`config.mk`:
```
export PLATFORM = sky130hd
export DESIGN_NAME = rv_mem_arbiter
export DESIGN_NICKNAME = d
export VERILOG_FILES = /design/src/rtl/rv_mem_arbiter.sv
export SDC_FILE = /design/constraint.sdc
export NUM_CORES = 1
export LEC_CHECK = 0
export CAP_MARGIN = 25
export CORE_MARGIN = 2
export CORE_UTILIZATION = 33
export CTS_BUF_LIST = sky130_fd_sc_hd__clkbuf_8
export CTS_CLUSTER_DIAMETER = 100
export DETAILED_ROUTE_END_ITERATION = 8
export GPL_TIMING_DRIVEN = 0
export PLACE_DENSITY_LB_ADDON = 0.2
export SLEW_MARGIN = 5
export SYNTH_ARGS = -nofsm -noshare
export SYNTH_HDL_FRONTEND = slang
export SYNTH_SLANG_ARGS = --single-unit
```
`constraint.sdc`:
```
create_clock -name i_clk -period 2.43 [get_ports i_clk]
set_input_delay 0.729 -clock i_clk [delete_from_list [all_inputs] [get_ports i_clk]]
set_output_delay 0.729 -clock i_clk [all_outputs]
set_load 0.1 [all_outputs]
```
`src/rtl/rv_mem_arbiter.sv`:
```
// Shares one 32-bit memory bus between instruction fetch and the load/store port.
// Data has priority, a burst limit keeps fetch moving, and a per-transfer timeout turns a hung slave into an error.
module rv_mem_arbiter #(
    parameter int unsigned DATA_BURST_MAX = 4,
    parameter int unsigned TIMEOUT_CYCLES = 255
) (
    input  logic        i_clk,
    input  logic        i_reset,
    input  logic [31:0] i_ibus_addr,
    input  logic        i_ibus_cyc,
    output logic [31:0] o_ibus_data,
    output logic        o_ibus_ack,
    output logic        o_ibus_err,
    input  logic [31:0] i_dbus_addr,
    input  logic        i_dbus_cyc,
    input  logic        i_dbus_we,
    input  logic [3:0]  i_dbus_sel,
    input  logic [31:0] i_dbus_data,
    output logic [31:0] o_dbus_data,
    output logic        o_dbus_ack,
    output logic        o_dbus_err,
    output logic [31:0] o_mem_addr,
    output logic        o_mem_cyc,
    output logic        o_mem_we,
    output logic [3:0]  o_mem_sel,
    output logic [31:0] o_mem_data,
    input  logic [31:0] i_mem_data,
    input  logic        i_mem_ack,
    output logic [1:0]  o_grant
);

    typedef enum logic [1:0] {
        ST_IDLE = 2'd0,
        ST_IBUS = 2'd1,
        ST_DBUS = 2'd2
    } state_t;

    localparam logic [3:0] BURST_MAX_C = 4'(DATA_BURST_MAX);
    localparam logic       TMO_EN_C    = (TIMEOUT_CYCLES != 32'd0);
    localparam logic [7:0] TMO_LAST_C  = 8'(TIMEOUT_CYCLES - 32'd1);

    state_t      state_r;
    state_t      state_nxt_s;
    state_t      pick_s;
    logic [3:0]  burst_cnt_r;
    logic [3:0]  burst_nxt_s;
    logic [7:0]  tmo_cnt_r;
    logic [7:0]  tmo_nxt_s;
    logic [31:0] ibus_data_r;
    logic [31:0] dbus_data_r;
    logic        granted_s;
    logic        owner_cyc_s;
    logic        done_s;
    logic        abort_s;
    logic        timeout_s;
    logic        ibus_done_s;
    logic        dbus_done_s;

    // Decode current owner and classify this cycle as completion, abort or timeout
    always_comb begin
        granted_s   = 1'b0;
        owner_cyc_s = 1'b0;
        case (state_r)
            ST_IBUS: begin
                granted_s   = 1'b1;
                owner_cyc_s = i_ibus_cyc;
            end
            ST_DBUS: begin
                granted_s   = 1'b1;
                owner_cyc_s = i_dbus_cyc;
            end
            default: begin
                granted_s   = 1'b0;
                owner_cyc_s = 1'b0;
            end
        endcase
        done_s      = granted_s & owner_cyc_s & i_mem_ack & ~i_reset;
        abort_s     = granted_s & ~owner_cyc_s;
        timeout_s   = TMO_EN_C & granted_s & owner_cyc_s & ~i_mem_ack & ~i_reset
                      & (tmo_cnt_r == TMO_LAST_C);
        ibus_done_s = done_s & (state_r == ST_IBUS);
        dbus_done_s = done_s & (state_r == ST_DBUS);
    end

    // Burst count including this cycle's completion, so the limit yields exactly DATA_BURST_MAX data grants
    always_comb begin
        burst_nxt_s = burst_cnt_r;
        if (!i_ibus_cyc) begin
            burst_nxt_s = 4'd0;
        end else if (ibus_done_s) begin
            burst_nxt_s = 4'd0;
        end else if (dbus_done_s && (burst_cnt_r < BURST_MAX_C)) begin
            burst_nxt_s = burst_cnt_r + 4'd1;
        end else begin
            burst_nxt_s = burst_cnt_r;
        end
    end

    // Arbitration pick from live requests
    always_comb begin
        pick_s = ST_IDLE;
        case ({i_dbus_cyc, i_ibus_cyc})
            2'b10:   pick_s = ST_DBUS;
            2'b01:   pick_s = ST_IBUS;
            2'b11:   pick_s = (burst_nxt_s < BURST_MAX_C) ? ST_DBUS : ST_IBUS;
            default: pick_s = ST_IDLE;
        endcase
    end

    // Next-state and timeout counter update
    always_comb begin
        state_nxt_s = state_r;
        if (i_reset) begin
            state_nxt_s = ST_IDLE;
        end else begin
            case (state_r)
                ST_IDLE: state_nxt_s = pick_s;
                ST_IBUS, ST_DBUS: begin
                    if (abort_s) begin
                        state_nxt_s = ST_IDLE;
                    end else if (done_s) begin
                        state_nxt_s = pick_s;
                    end else if (timeout_s) begin
                        state_nxt_s = ST_IDLE;
                    end else begin
                        state_nxt_s = state_r;
                    end
                end
                default: state_nxt_s = ST_IDLE;
            endcase
        end

        tmo_nxt_s = 8'd0;
        if (done_s || (state_nxt_s != state_r)) begin
            tmo_nxt_s = 8'd0;
        end else if (granted_s) begin
            tmo_nxt_s = tmo_cnt_r + 8'd1;
        end else begin
            tmo_nxt_s = 8'd0;
        end
    end

    // State, counters and per-port read-data hold registers
    always_ff @(posedge i_clk) begin
        if (i_reset) begin
            state_r     <= ST_IDLE;
            burst_cnt_r <= 4'd0;
            tmo_cnt_r   <= 8'd0;
            ibus_data_r <= 32'd0;
            dbus_data_r <= 32'd0;
        end else begin
            state_r     <= state_nxt_s;
            burst_cnt_r <= burst_nxt_s;
            tmo_cnt_r   <= tmo_nxt_s;
            if (ibus_done_s) begin
                ibus_data_r <= i_mem_data;
            end
            if (dbus_done_s) begin
                dbus_data_r <= i_mem_data;
            end
        end
    end

    // Bus mux from the owner's live inputs; read data passes straight through on ack
    always_comb begin
        o_mem_addr = 32'd0;
        o_mem_cyc  = 1'b0;
        o_mem_we   = 1'b0;
        o_mem_sel  = 4'd0;
        o_mem_data = 32'd0;
        case (state_r)
            ST_IBUS: begin
                o_mem_addr = i_ibus_addr;
                o_mem_cyc  = i_ibus_cyc & ~i_reset;
                o_mem_we   = 1'b0;
                o_mem_sel  = 4'hF;
                o_mem_data = 32'd0;
            end
            ST_DBUS: begin
                o_mem_addr = i_dbus_addr;
                o_mem_cyc  = i_dbus_cyc & ~i_reset;
                o_mem_we   = i_dbus_we;
                o_mem_sel  = i_dbus_sel;
                o_mem_data = i_dbus_data;
            end
            default: begin
                o_mem_addr = 32'd0;
                o_mem_cyc  = 1'b0;
            end
        endcase
        o_grant     = {state_r == ST_DBUS, state_r == ST_IBUS};
        o_ibus_ack  = ibus_done_s;
        o_dbus_ack  = dbus_done_s;
        o_ibus_err  = timeout_s & (state_r == ST_IBUS);
        o_dbus_err  = timeout_s & (state_r == ST_DBUS);
        o_ibus_data = ibus_done_s ? i_mem_data : ibus_data_r;
        o_dbus_data = dbus_done_s ? i_mem_data : dbus_data_r;
    end

endmodule
```
==> metrics.md, run 1 <==
| Metric | Value |
|---|---|
| Largest net degree at the start of global routing | 12 |
| Post-synth top area cell | dfxtp_1 |
| Die width | 116 um |
| Synth Warn # | 0 |
| Post-CTS Hold Buffers | 0 |
| Sink Count | 78 |
| Placement Rows | 40 |
| Stop stage | 5_1_grt |
| Top post-synthesis cells by area | dfxtp_1 38%, nor2b_1 15%, nand2_1 9.0%, mux2_2 8.8%, a22oi_1 6.0% |
| Register area share after synthesis | 38.1% |
| Num ports | 278 |
| Worst EP Category | primary output |
| Syn avg cell area | 8.39 um2 |
| Initial Util | 34.0% |
| Outcome | aborted with a tool error |
| CTS root buf | clkbuf_8 |
| Worst setup endpoint GRT | o_ibus_data[15] |
| Die height | 116 um |
| # port buffers | 277 |
| Post-synth top area share | 38.1% |
| Initial antenna violation count | 0 |
| Num CTS Buffers | 9 |
| GPL Wtd Cong | 0.815 |
| Clk buf depth | 2 |
| Synthesized net count | 634 |
| First Err | [ERROR DPL-0033] detailed placement checks failed during check placement. |
| Synthesis-stage register bit count | 78 |
| Mapped Area | 4100 um2 |
| Post-Synthesis Cells | 489 |
| Synth cell types | 42 |
| DP HPWL | 12600 um |
| # H-tree levels | 3 |
## kinds of logic after synthesis
family | synth area share (%)
AOI/OAI and AO/OA | 9.33
xor gates and xnor gates | 1.49
adders and majority gates | 2.13
buffers and inverters | 3.75
DFF | 38.1
muxes | 9.85
and+or+nand+nor | 35.4
## through the flow
stage | setup WS [ns] | cell area [um2] | cells | TNS [ns]
detailed placement | -1.84 | 8330 | 934 | -199.57
global placement | -1.82 | 8330 | 934 | -193.43
floorplan | -0.235 | 5350 | 489 | -13.11
CTS | -0.576 | 9890 | 966 | -58.96
## timing repair
item                        CTS
resized for setup          1134
buffers inserted             14
cloned                        5
setup endpoints to repair   149
pin swaps                    32
## Yosys cell counts
cell type	instances
a22o_1	1
o21ai_0	2
nor2_1	11
nand4b_1	1
a31oi_1	3
or3b_2	1
nand3_1	5
o21a_1	1
a311oi_1	1
and4b_1	2
and3_1	3
xor2_1	4
dfxtp_1	78
xnor2_1	3
o21bai_1	1
mux2i_2	1
a21oi_1	4
a21o_1	2
nand4_1	3
a22oi_1	33
nor2b_1	100
clkbuf_1	27
inv_1	4
nor4b_1	8
and2_4	1
nor3_1	2
and2_1	33
a31o_2	1
o22ai_2	1
or3_1	1
a221o_1	1
mux2i_1	3
clkinv_1	1
a21boi_0	1
and3b_1	1
buf_6	1
mux2_2	32
buf_1	2
nand2b_1	1
buf_2	3
ha_1	7
nand2_1	98
==> run 2, diff against run 1 <==
CORE_UTILIZATION = 29   (was 33)
CTS_BUF_LIST = unset   (was sky130_fd_sc_hd__clkbuf_8)
CTS_CLUSTER_DIAMETER = unset   (was 100)
PLACE_DENSITY_LB_ADDON = 0.15   (was 0.2)
clock period = 3.2 ns   (was 2.43 ns; I/O delays follow)
==> metrics.md, run 2 <==
| Metric | Value |
|---|---|
| Outcome | finished, violations left |
| Failing checks | negative setup slack |
| Post-layout power | 2730 uW |
| Minimum clock period | 3.26 ns |
| Cell-by-cell trace of the critical path | buf_8, and4b_1, and2_4, buf_12, buf_8, mux2_4, buf_12 |
| Top flop regs | dbus_data_r: 32 flops, ibus_data_r: 32 flops, tmo_cnt_r: 8 flops |
| Die width | 123 um |
| Crit-path slowest cell | mux2_4 |
| Initial antenna violation count | 0 |
| Sink Count | 78 |
| Maximum VDD drop | 0.000257 V |
| Vias per cell | 4.75 |
| Routed Antenna Nets | 0 |
| Max-slew violations | 0 |
| Critical path arrival | 2.30 ns |
| CP Launch Type | input pin |
| Global route overflow | 0 |
| Num ports | 278 |
| DR WL/cell | 17.3 um |
| Ys flop type | dfxtp_1 |
| Final Cycle Share | 102% |
| Multi-input logic area | 3060 um2 |
| Element type at the critical path end | output pin |
| Largest stage delay on the critical path | 0.33 ns |
| Reg-to-Reg Start | state_r[1]$_SDFF_PP0_ |
| Number of synthesized flops with an enable pin | 0 |
| Sequential Power Share | 35.8% |
| Final Hold Vio Count | 0 |
| Reg2reg path depth | 9 |
| Dpl ws | -2.01 ns |
| Worst-path clk slew | 0.06 ns |
| Slew at the pin with the worst max-slew slack | 0.998 ns |
| Clk buf depth | 2 |
| Synth cell types | 42 |
| Post-CTS Hold Buffers | 0 |
| Hold path depth | 1 |
| FF/Latch Area | 1570 um2 |
| Top post-synthesis cells by area | dfxtp_1 38%, nor2b_1 15%, nand2_1 9.0%, mux2_2 8.8%, a22oi_1 6.0% |
| Rel. slew slack | 33.3% |
| Pleak | 0.00349 uW |
| Commonest non-fill, non-tap cell in the layout | clkdlybuf4s50_1 |
| Final worst setup slack | -0.0565 ns |
| Overall routing resource usage | 21.7% |
| Total core area | 13800 um2 |
| CP Capture Point | o_ibus_data[7] |
| Post-Synthesis Cells | 489 |
| Setup Skew | 0.00811 ns |
| WS Path Type | in2out |
| Cell with the most instances after synthesis | nor2b_1 |
| Worst Path Required | 2.24 ns |
| Critical Path Fanout Max | 7 |
| Via count of the routed design | 4629 |
| Synthesized net count | 634 |
| Power Density | 323 nW/um2 |
| CTS root buf | clkbuf_16 |
| Most frequent cells in the layout | 135 x clkdlybuf4s50_1, 76 x dfxtp_1, 68 x nand2_1, 64 x nor2b_1, 51 x buf_4 |
| Die area | 15100 um2 |
| Clock insertion delay at the later pin of the skew report | 0.33 ns |
| Synth Warn # | 0 |
| TritonCTS clock tree | yes |
| Final wirelength | 16900 um |
| Post-synth top area share | 38.1% |
| Syn-to-layout area delta | 106% |
| Switching power | 830 uW |
| Max-cap violations | 0 |
| Crit. Startpoint | i_reset |
| Synthesis-stage register bit count | 78 |
| Num CTS Buffers | 9 |
| Mapped Area | 4100 um2 |
| 1st-pass router iterations | 4 |
| Placement Rows | 43 |
| Starting DRT DRC Count | 141 |
| Leading cell types by count after synthesis | 100 x nor2b_1, 98 x nand2_1, 78 x dfxtp_1 |
| Vias in the first global route | 4849 |
| Syn avg cell area | 8.39 um2 |
| GPL Wtd Cong | 0.830 |
| DRC Markers | 0 |
| Post-synth ARST share | 0% |
| Register area share after synthesis | 38.1% |
| Layout cells sized above 1 | 38.9% |
| # H-tree levels | 3 |
| Crit path max-delay family | buffers and inverters |
| # port buffers | 277 |
| TNS Setup | -0.738 ns |
| Final setup viols | 20 |
| Crit path depth | 7 |
| Initial Util | 29.7% |
| Clk network pwr share | 37.5% |
| R2r setup slk | 0.68 ns |
| Sw frac | 30.4% |
| Largest net degree at the start of global routing | 14 |
| Layout fillers | 1151 |
| Post-synth top area cell | dfxtp_1 |
| Die height | 123 um |
| CP bufs+invs | 4 |
| HP Class | reg2reg |
| Final #Nets | 934 |
| Critical R2R Capture | tmo_cnt_r[1]$_SDFF_PP0_ |
| RSZ-0062 raised after global routing | true |
| Int Pwr | 1900 uW |
| DP HPWL | 12500 um |
| F_max | 0.307 GHz |
| Antenna diodes | 0 |
| Logic pwr share | 26.7% |
| First-pass GRT wire length | 25600 um |
-- run 2: cell counts after synthesis --
No cell type changed its count.
-- run 2: cell families (layout without fill, tap and decap cells) --
logic type	Yosys count	after routing	synth area share, %
buffers and inverters	38	342	3.75
DFF	78	78	38.1
xor gates and xnor gates	7	7	1.49
muxes	36	36	9.85
adders and majority gates	7	7	2.13
AOI/OAI and AO/OA	52	52	9.33
and+or+nand+nor	271	272	35.4
-- run 2: cell type report --
class | count | area share (%)
Timing Repair Buffer | 289 | 36.4
Multi-Input combinational cell | 374 | 36.2
Sequential cell | 78 | 18.6
Clock buffer | 12 | 2.92
Tap cell | 180 | 2.67
Buffer | 32 | 2.31
Clock inverter | 4 | 0.637
Inverter | 5 | 0.311
-- run 2: power groups by stage --
stage,Clock (uW),Sequential [uW],Combinational (uW)
after floorplan,0,999,435
final,1020,977,729
after CTS,1050,977,714
after detailed placement,0,1000,720
after global routing,1090,977,760
after global placement,0,999,712
-- run 2: stage by stage --
step / instance area, um2 / hold WS [ns] / cells / utilization [%]
finish: 8450 / 0.503 / 974 / 61.1
detailed placement: 7660 / 0.481 / 946 / 55.4
floorplan: 4660 / 0.448 / 489 / -
global placement: 7660 / 0.463 / 946 / 55.4
CTS: 8280 / 0.490 / 968 / 59.9
global route: 8450 / 0.526 / 974 / 61.1
-- run 2: routing by layer --
layer / GRT usage (%) / vias to the layer above / share of wire [%]
met2: 38.2 / 173 / 50
met4: 6.68 / 0 / 2.1
met5: 0 / - / 0
met1: 24.8 / 2207 / 38
li1: - / 2228 / -
met3: 6.96 / 21 / 9.6
-- run 2: timing repair --
action	CTS	global route
endpoints found under the hold margin	0	0
resized for setup	1000	46
setup endpoints to repair	138	97
cloned	3	0
pin swaps	2	4
buffers inserted	4	7
-- run 2: worst reg2reg max path: cells and delay by family, from the launching register on --
family / cells / cell delay (ns)
fa+ha+maj: 1 / 0.29
flops: 1 / 0.39
simple gates: 3 / 0.69
buf+inv: 2 / 0.19
compound gates: 2 / 0.38
mux: 1 / 0.48
-- run 2: worst min path at each step --
stage	start	slack (ns)	end
CTS	burst_cnt_r[3]$_SDFF_PP0_	0.49	burst_cnt_r[3]$_SDFF_PP0_
finish	tmo_cnt_r[0]$_SDFF_PP0_	0.50	tmo_cnt_r[0]$_SDFF_PP0_
global route	tmo_cnt_r[0]$_SDFF_PP0_	0.53	tmo_cnt_r[0]$_SDFF_PP0_
global placement	burst_cnt_r[3]$_SDFF_PP0_	0.46	burst_cnt_r[3]$_SDFF_PP0_
detailed placement	burst_cnt_r[3]$_SDFF_PP0_	0.48	burst_cnt_r[3]$_SDFF_PP0_
floorplan	burst_cnt_r[3]$_SDFF_PP0_	0.45	burst_cnt_r[3]$_SDFF_PP0_
No activity file was read; power rests on OpenSTA's default activity.
